--- src/rtl/load_use_scoreboard.sv ---
// load_use_scoreboard
//
// Issue-side interlock for the 5-stage pipeline. A three-slot shadow pipeline
// (EX, MEM, WB) follows every issued instruction until it leaves WB. A
// one-cycle stall plus bubble is raised when the ID instruction reads the
// destination of a load sitting in EX, the only hazard forwarding cannot
// resolve. Per-register pending counters and a saturating stall counter are
// exported for debug.
//
// Ports:
//   Clk                      pipeline clock, rising edge
//   Reset                    synchronous, active-high; clears all state
//   ID_Valid                 IF/ID holds a real instruction
//   ID_RegRs, ID_RegRt       source register numbers of the ID instruction
//   ID_UsesRs, ID_UsesRt     the ID instruction really reads that source
//   ID_RegRd                 destination register (already muxed)
//   ID_RegWrite, ID_MemRead  control outputs for the ID instruction
//   Flush                    kill the ID instruction (taken branch/jump)
//   Stall                    hold PC and IF/ID
//   Bubble                   zero ID/EX control fields this cycle
//   Pending                  bit r set while an in-flight instruction will write r
//   Stall_Count              stall cycles since reset, saturating

module load_use_scoreboard #(
    parameter int unsigned STALL_CNT_W = 16
) (
    input  logic                   Clk,
    input  logic                   Reset,
    input  logic                   ID_Valid,
    input  logic [4:0]             ID_RegRs,
    input  logic [4:0]             ID_RegRt,
    input  logic                   ID_UsesRs,
    input  logic                   ID_UsesRt,
    input  logic [4:0]             ID_RegRd,
    input  logic                   ID_RegWrite,
    input  logic                   ID_MemRead,
    input  logic                   Flush,
    output logic                   Stall,
    output logic                   Bubble,
    output logic [31:0]            Pending,
    output logic [STALL_CNT_W-1:0] Stall_Count
);

    typedef struct packed {
        logic       valid;
        logic [4:0] rd;
        logic       regwrite;
        logic       memread;
    } slot_t;

    slot_t ex_q, ex_d, mem_q, wb_q;

    // One 2-bit counter per register; at most one writer per slot, so <= 3.
    logic [31:0][1:0] cnt_q, cnt_d;

    logic [STALL_CNT_W-1:0] stall_cnt_q, stall_cnt_d;

    logic ex_writer, wb_writer, issue, issue_writer, hit_rs, hit_rt;

    assign ex_writer = ex_q.valid & ex_q.regwrite & (ex_q.rd != 5'd0);
    assign wb_writer = wb_q.valid & wb_q.regwrite & (wb_q.rd != 5'd0);

    assign hit_rs = ID_UsesRs & (ID_RegRs == ex_q.rd);
    assign hit_rt = ID_UsesRt & (ID_RegRt == ex_q.rd);

    // Flush wins over the interlock: a killed instruction never stalls.
    assign Stall  = ID_Valid & ex_writer & ex_q.memread & (hit_rs | hit_rt) & ~Flush;
    assign Bubble = Stall;

    assign issue        = ID_Valid & ~Stall & ~Flush;
    assign issue_writer = issue & ID_RegWrite & (ID_RegRd != 5'd0);

    always_comb begin
        ex_d = '0;
        if (issue) begin
            ex_d.valid    = 1'b1;
            ex_d.rd       = ID_RegRd;
            ex_d.regwrite = ID_RegWrite;
            ex_d.memread  = ID_MemRead;
        end
    end

    always_comb begin
        logic inc, dec;
        cnt_d = cnt_q;
        for (int unsigned r = 1; r < 32; r++) begin
            inc = issue_writer & (ID_RegRd == 5'(r));
            dec = wb_writer & (wb_q.rd == 5'(r));
            if (inc && !dec) begin
                cnt_d[r] = cnt_q[r] + 2'd1;
            end else if (dec && !inc) begin
                cnt_d[r] = cnt_q[r] - 2'd1;
            end
        end
        cnt_d[0] = 2'd0;
    end

    always_comb begin
        stall_cnt_d = stall_cnt_q;
        if (Stall && (stall_cnt_q != {STALL_CNT_W{1'b1}})) begin
            stall_cnt_d = stall_cnt_q + 1'b1;
        end
    end

    always_ff @(posedge Clk) begin
        if (Reset) begin
            ex_q        <= '0;
            mem_q       <= '0;
            wb_q        <= '0;
            cnt_q       <= '0;
            stall_cnt_q <= '0;
        end else begin
            ex_q        <= ex_d;
            mem_q       <= ex_q;
            wb_q        <= mem_q;
            cnt_q       <= cnt_d;
            stall_cnt_q <= stall_cnt_d;
        end
    end

    always_comb begin
        Pending = '0;
        for (int unsigned r = 1; r < 32; r++) begin
            Pending[r] = (cnt_q[r] != 2'd0);
        end
    end

    assign Stall_Count = stall_cnt_q;

endmodule

--- config.mk ---
export PLATFORM = sky130hd
export DESIGN_NAME = load_use_scoreboard
export DESIGN_NICKNAME = d
export VERILOG_FILES = /design/src/rtl/load_use_scoreboard.sv
export SDC_FILE = /design/constraint.sdc
export NUM_CORES = 1
export LEC_CHECK = 0
export ABC_AREA = 1
export CAP_MARGIN = 0
export CORE_MARGIN = 8
export CORE_UTILIZATION = 65
export CTS_CLUSTER_DIAMETER = 80
export DETAILED_ROUTE_END_ITERATION = 8
export DONT_BUFFER_PORTS = 1
export PLACE_DENSITY_LB_ADDON = 0.15
export SYNTH_ARGS = -nofsm -noshare
export SYNTH_HDL_FRONTEND = slang
export SYNTH_SLANG_ARGS = --single-unit
--- constraint.sdc ---
create_clock -name Clk -period 4.4 [get_ports Clk]
set_clock_uncertainty 0.15 [all_clocks]
set_input_delay 0.44 -clock Clk [delete_from_list [all_inputs] [get_ports Clk]]
set_output_delay 0.44 -clock Clk [all_outputs]
set_load 0.02 [all_outputs]
==> results.tsv <==
metric	value	unit
outcome	finished, final reports clean	
syn-cell-area	0.005226	mm²
cts_htree_levels	3	
wl_per_cell	14.13	µm
cpPeakStageDelay	0.37	ns
io_pins	73	
drc_errors	0	
holdWs	0.02534	ns
coreArea	0.007767	mm²
vias	4733	
crit_family	simple AND/OR/NAND/NOR gates	
synth_top_area_share	38.31	%
crit_required	4.52	ns
grt_overflow	0	
cpMaxStageDelayCell	nand3_2	
yosys.area.top_type	dfxtp_1	
fin_util	70.52	%
cp-start-kind	register	
die_x	105.7	µm
antenna_cells	0	
synth.distinct_cells	27	
synth-seq-area-share	38.31	%
cap_violations	0	
crit_buf_inv	2	
final_layout_size_suffix_gt1_share	6.194	%
r2r-start	ex_q[5]$_SDFF_PP0_	
rsz0062_at_grt	false	
cp-end-kind	register	
synth_nets	826	
slew-limit-headroom	60.59	%
path_clk_slew	0.11	ns
clock_latency	0.37	ns
portBuffers	0	
gp_congestion	0.8685	
worst-path-stages	14	
grt_pass1_wl	20690	µm
r2r_cells	14	
maxSlewViolCount	0	
clock_path_buffers	2	
worstPathCellList	inv_2, nand4_1, o21ai_1, inv_2, nand2_4, nand2_2, nor2_4, nand3_2, nor2_1, ha_1, a21oi_1, o21ai_0, o21ai_0, a21oi_1	
grt_max_degree	60	
die_height	105.7	µm
syn_area_per_cell	6.779	µm²
r2r_slack	1.67	ns
cts_buffers	9	
crit_fanout	15	
hold_class	in -> reg	
finalHoldViolations	0	
cts_tree	yes	
core.rowCount	32	
cp_data_arrival_time	2.85	ns
endpoint	cnt_q[29]$_SDFFE_PP0P_	
antenna_found_initial	0	
final_nets	825	
place_hpwl	9460	µm
drtIter0Drc	215	
setup_violations	0	
period_share	62.07	%
first_pass_iters	4	
dieArea	0.01117	mm²
cellPowerDensity	283.5	mW/mm²
wirelength	12400	µm
ant_nets	0	
crit_start	ex_q[5]$_SDFF_PP0_	
synthCells	771	
post-route-min-period	2.731	ns
max_freq	366.2	MHz
synth_warnings	0	
worst_pin_slew	0.5892	ns
cts_num_sinks	100	
ys_ff_latch	100	
vias_per_cell	5.397	
root_buffer	clkbuf_8	
critPathKind	reg -> reg	
grt_pass1_vias	4576	
ir_drop	0.1889	mV
p_leak	2.367	nW
initial_core_util	67.28	%
area_delta_synth_final	4.812	%
fin_tns_setup	0	ns
synth_area_leaders	dfxtp_1, nand2_1, a21oi_1	
r2r-end	cnt_q[29]$_SDFFE_PP0P_	
grt_use_total	22.47	%
cells in the final DEF (no fill, tap or decap), drive strengths merged:
| cell | netlist | final |
|---|---|---|
| buf | 7 | 3 |
| nor2 | 125 | 125 |
| a21oi | 97 | 97 |
| nand4 | 9 | 9 |
| xor2 | 3 | 3 |
| nand3 | 17 | 17 |
| inv | 120 | 124 |
| nor3 | 2 | 2 |
| clkinv | 1 | 4 |
| dlygate4sd3 | 0 | 1 |
| or2 | 2 | 2 |
| conb | 1 | 1 |
| dfxtp | 100 | 100 |
| nand2 | 152 | 152 |
| ha | 32 | 32 |
| clkbuf | 9 | 9 |
| o21ai | 94 | 94 |
registers in the layout (all words and copies together) (netlist names):
name	flops
cnt_q	62
Stall_Count	16
ex_q	8
mem_q	7
wb_q	7
stage by stage:
step	total power, W	instance area [µm²]	instances	setup slack [ns]
after detailed placement	0.001007	5288	860	1.603
final	0.001553	5478	877	1.669
after global placement	0.001005	5288	860	1.715
after CTS	0.001561	5478	877	1.639
after global routing	0.001605	5478	877	1.341
after floorplan	0.0009952	5226	771	2.090
cells in the mapped netlist:
| library cell | count |
|---|---|
| nor2_4 | 2 |
| a21oi_1 | 97 |
| inv_1 | 113 |
| buf_4 | 3 |
| buf_2 | 2 |
| nand3_2 | 2 |
| or2_2 | 2 |
| nand2_2 | 3 |
| nand2_1 | 148 |
| xor2_1 | 3 |
| nand4_4 | 1 |
| nor3_4 | 1 |
| nand3_1 | 15 |
| clkbuf_1 | 9 |
| o21ai_1 | 3 |
| nand2_4 | 1 |
| o21ai_0 | 91 |
| buf_6 | 2 |
| conb_1 | 1 |
| dfxtp_1 | 100 |
| inv_2 | 7 |
| clkinv_1 | 1 |
| nor3_1 | 1 |
| nor2_2 | 10 |
| nand4_1 | 8 |
| ha_1 | 32 |
| nor2_1 | 113 |
routing by layer:
| metal | part of all wire (%) | up-vias | track usage [%] |
|---|---|---|---|
| li1 | - | 2454 | - |
| met1 | 42 | 2120 | 25.37 |
| met2 | 49 | 127 | 39.37 |
| met3 | 5.7 | 32 | 4.507 |
| met4 | 3.2 | 0 | 11.16 |
| met5 | 0 | - | 0 |
timing repair:
action                    4_1_cts  5_1_grt
setup buffers                   0        0
resized for setup               0        0
hold buffers                    1        0
hold endpoints to repair       17        0
power breakdown:
| part | total, W | leakage (nW) | internal [W] | switching [W] |
|---|---|---|---|---|
| clock network | 0.000563 | 0.0963 | 0.000215 | 0.000348 |
| logic | 0.0000760 | 1.46 | 0.0000205 | 0.0000555 |
| registers | 0.000914 | 0.807 | 0.000911 | 0.00000292 |
worst min path at each step:
stage                         from                  to  cells after the start
2_1_floorplan  mem_q[1]$_SDFF_PP0_  wb_q[1]$_SDFF_PP0_                      2
3_3_place_gp   mem_q[7]$_SDFF_PP0_  wb_q[7]$_SDFF_PP0_                      2
5_1_grt                 ID_MemRead  ex_q[0]$_SDFF_PP0_                      2
3_5_place_dp   mem_q[6]$_SDFF_PP0_  wb_q[6]$_SDFF_PP0_                      2
6_report                ID_MemRead  ex_q[0]$_SDFF_PP0_                      2
4_1_cts                 ID_MemRead  ex_q[0]$_SDFF_PP0_                      2
layout make-up:
| cell class | count | area [µm²] |
|---|---|---|
| multi-input combinational | 534 | 2681 |
| fill | 655 | 2290 |
| sequential | 100 | 2002 |
| inverter | 121 | 454.2 |
| tap | 102 | 127.6 |
| clock buffer | 9 | 123.9 |
| clock inverter | 7 | 56.30 |
| timing repair buffer | 4 | 32.53 |
cells by family (layout without fill, tap and decap cells):
group	after synthesis	after routing	share of synthesized area [%]
adder cells (fa/ha/maj)	32	32	7.661
other	1	1	0.07175
AND/OR/NAND/NOR	307	307	24.78
flip-flops	100	100	38.31
XOR/XNOR	3	3	0.5028
AO/OA/AOI/OAI	191	191	18.29
buffers and inverters	137	141	10.39
(Power assumes the default switching activity.)
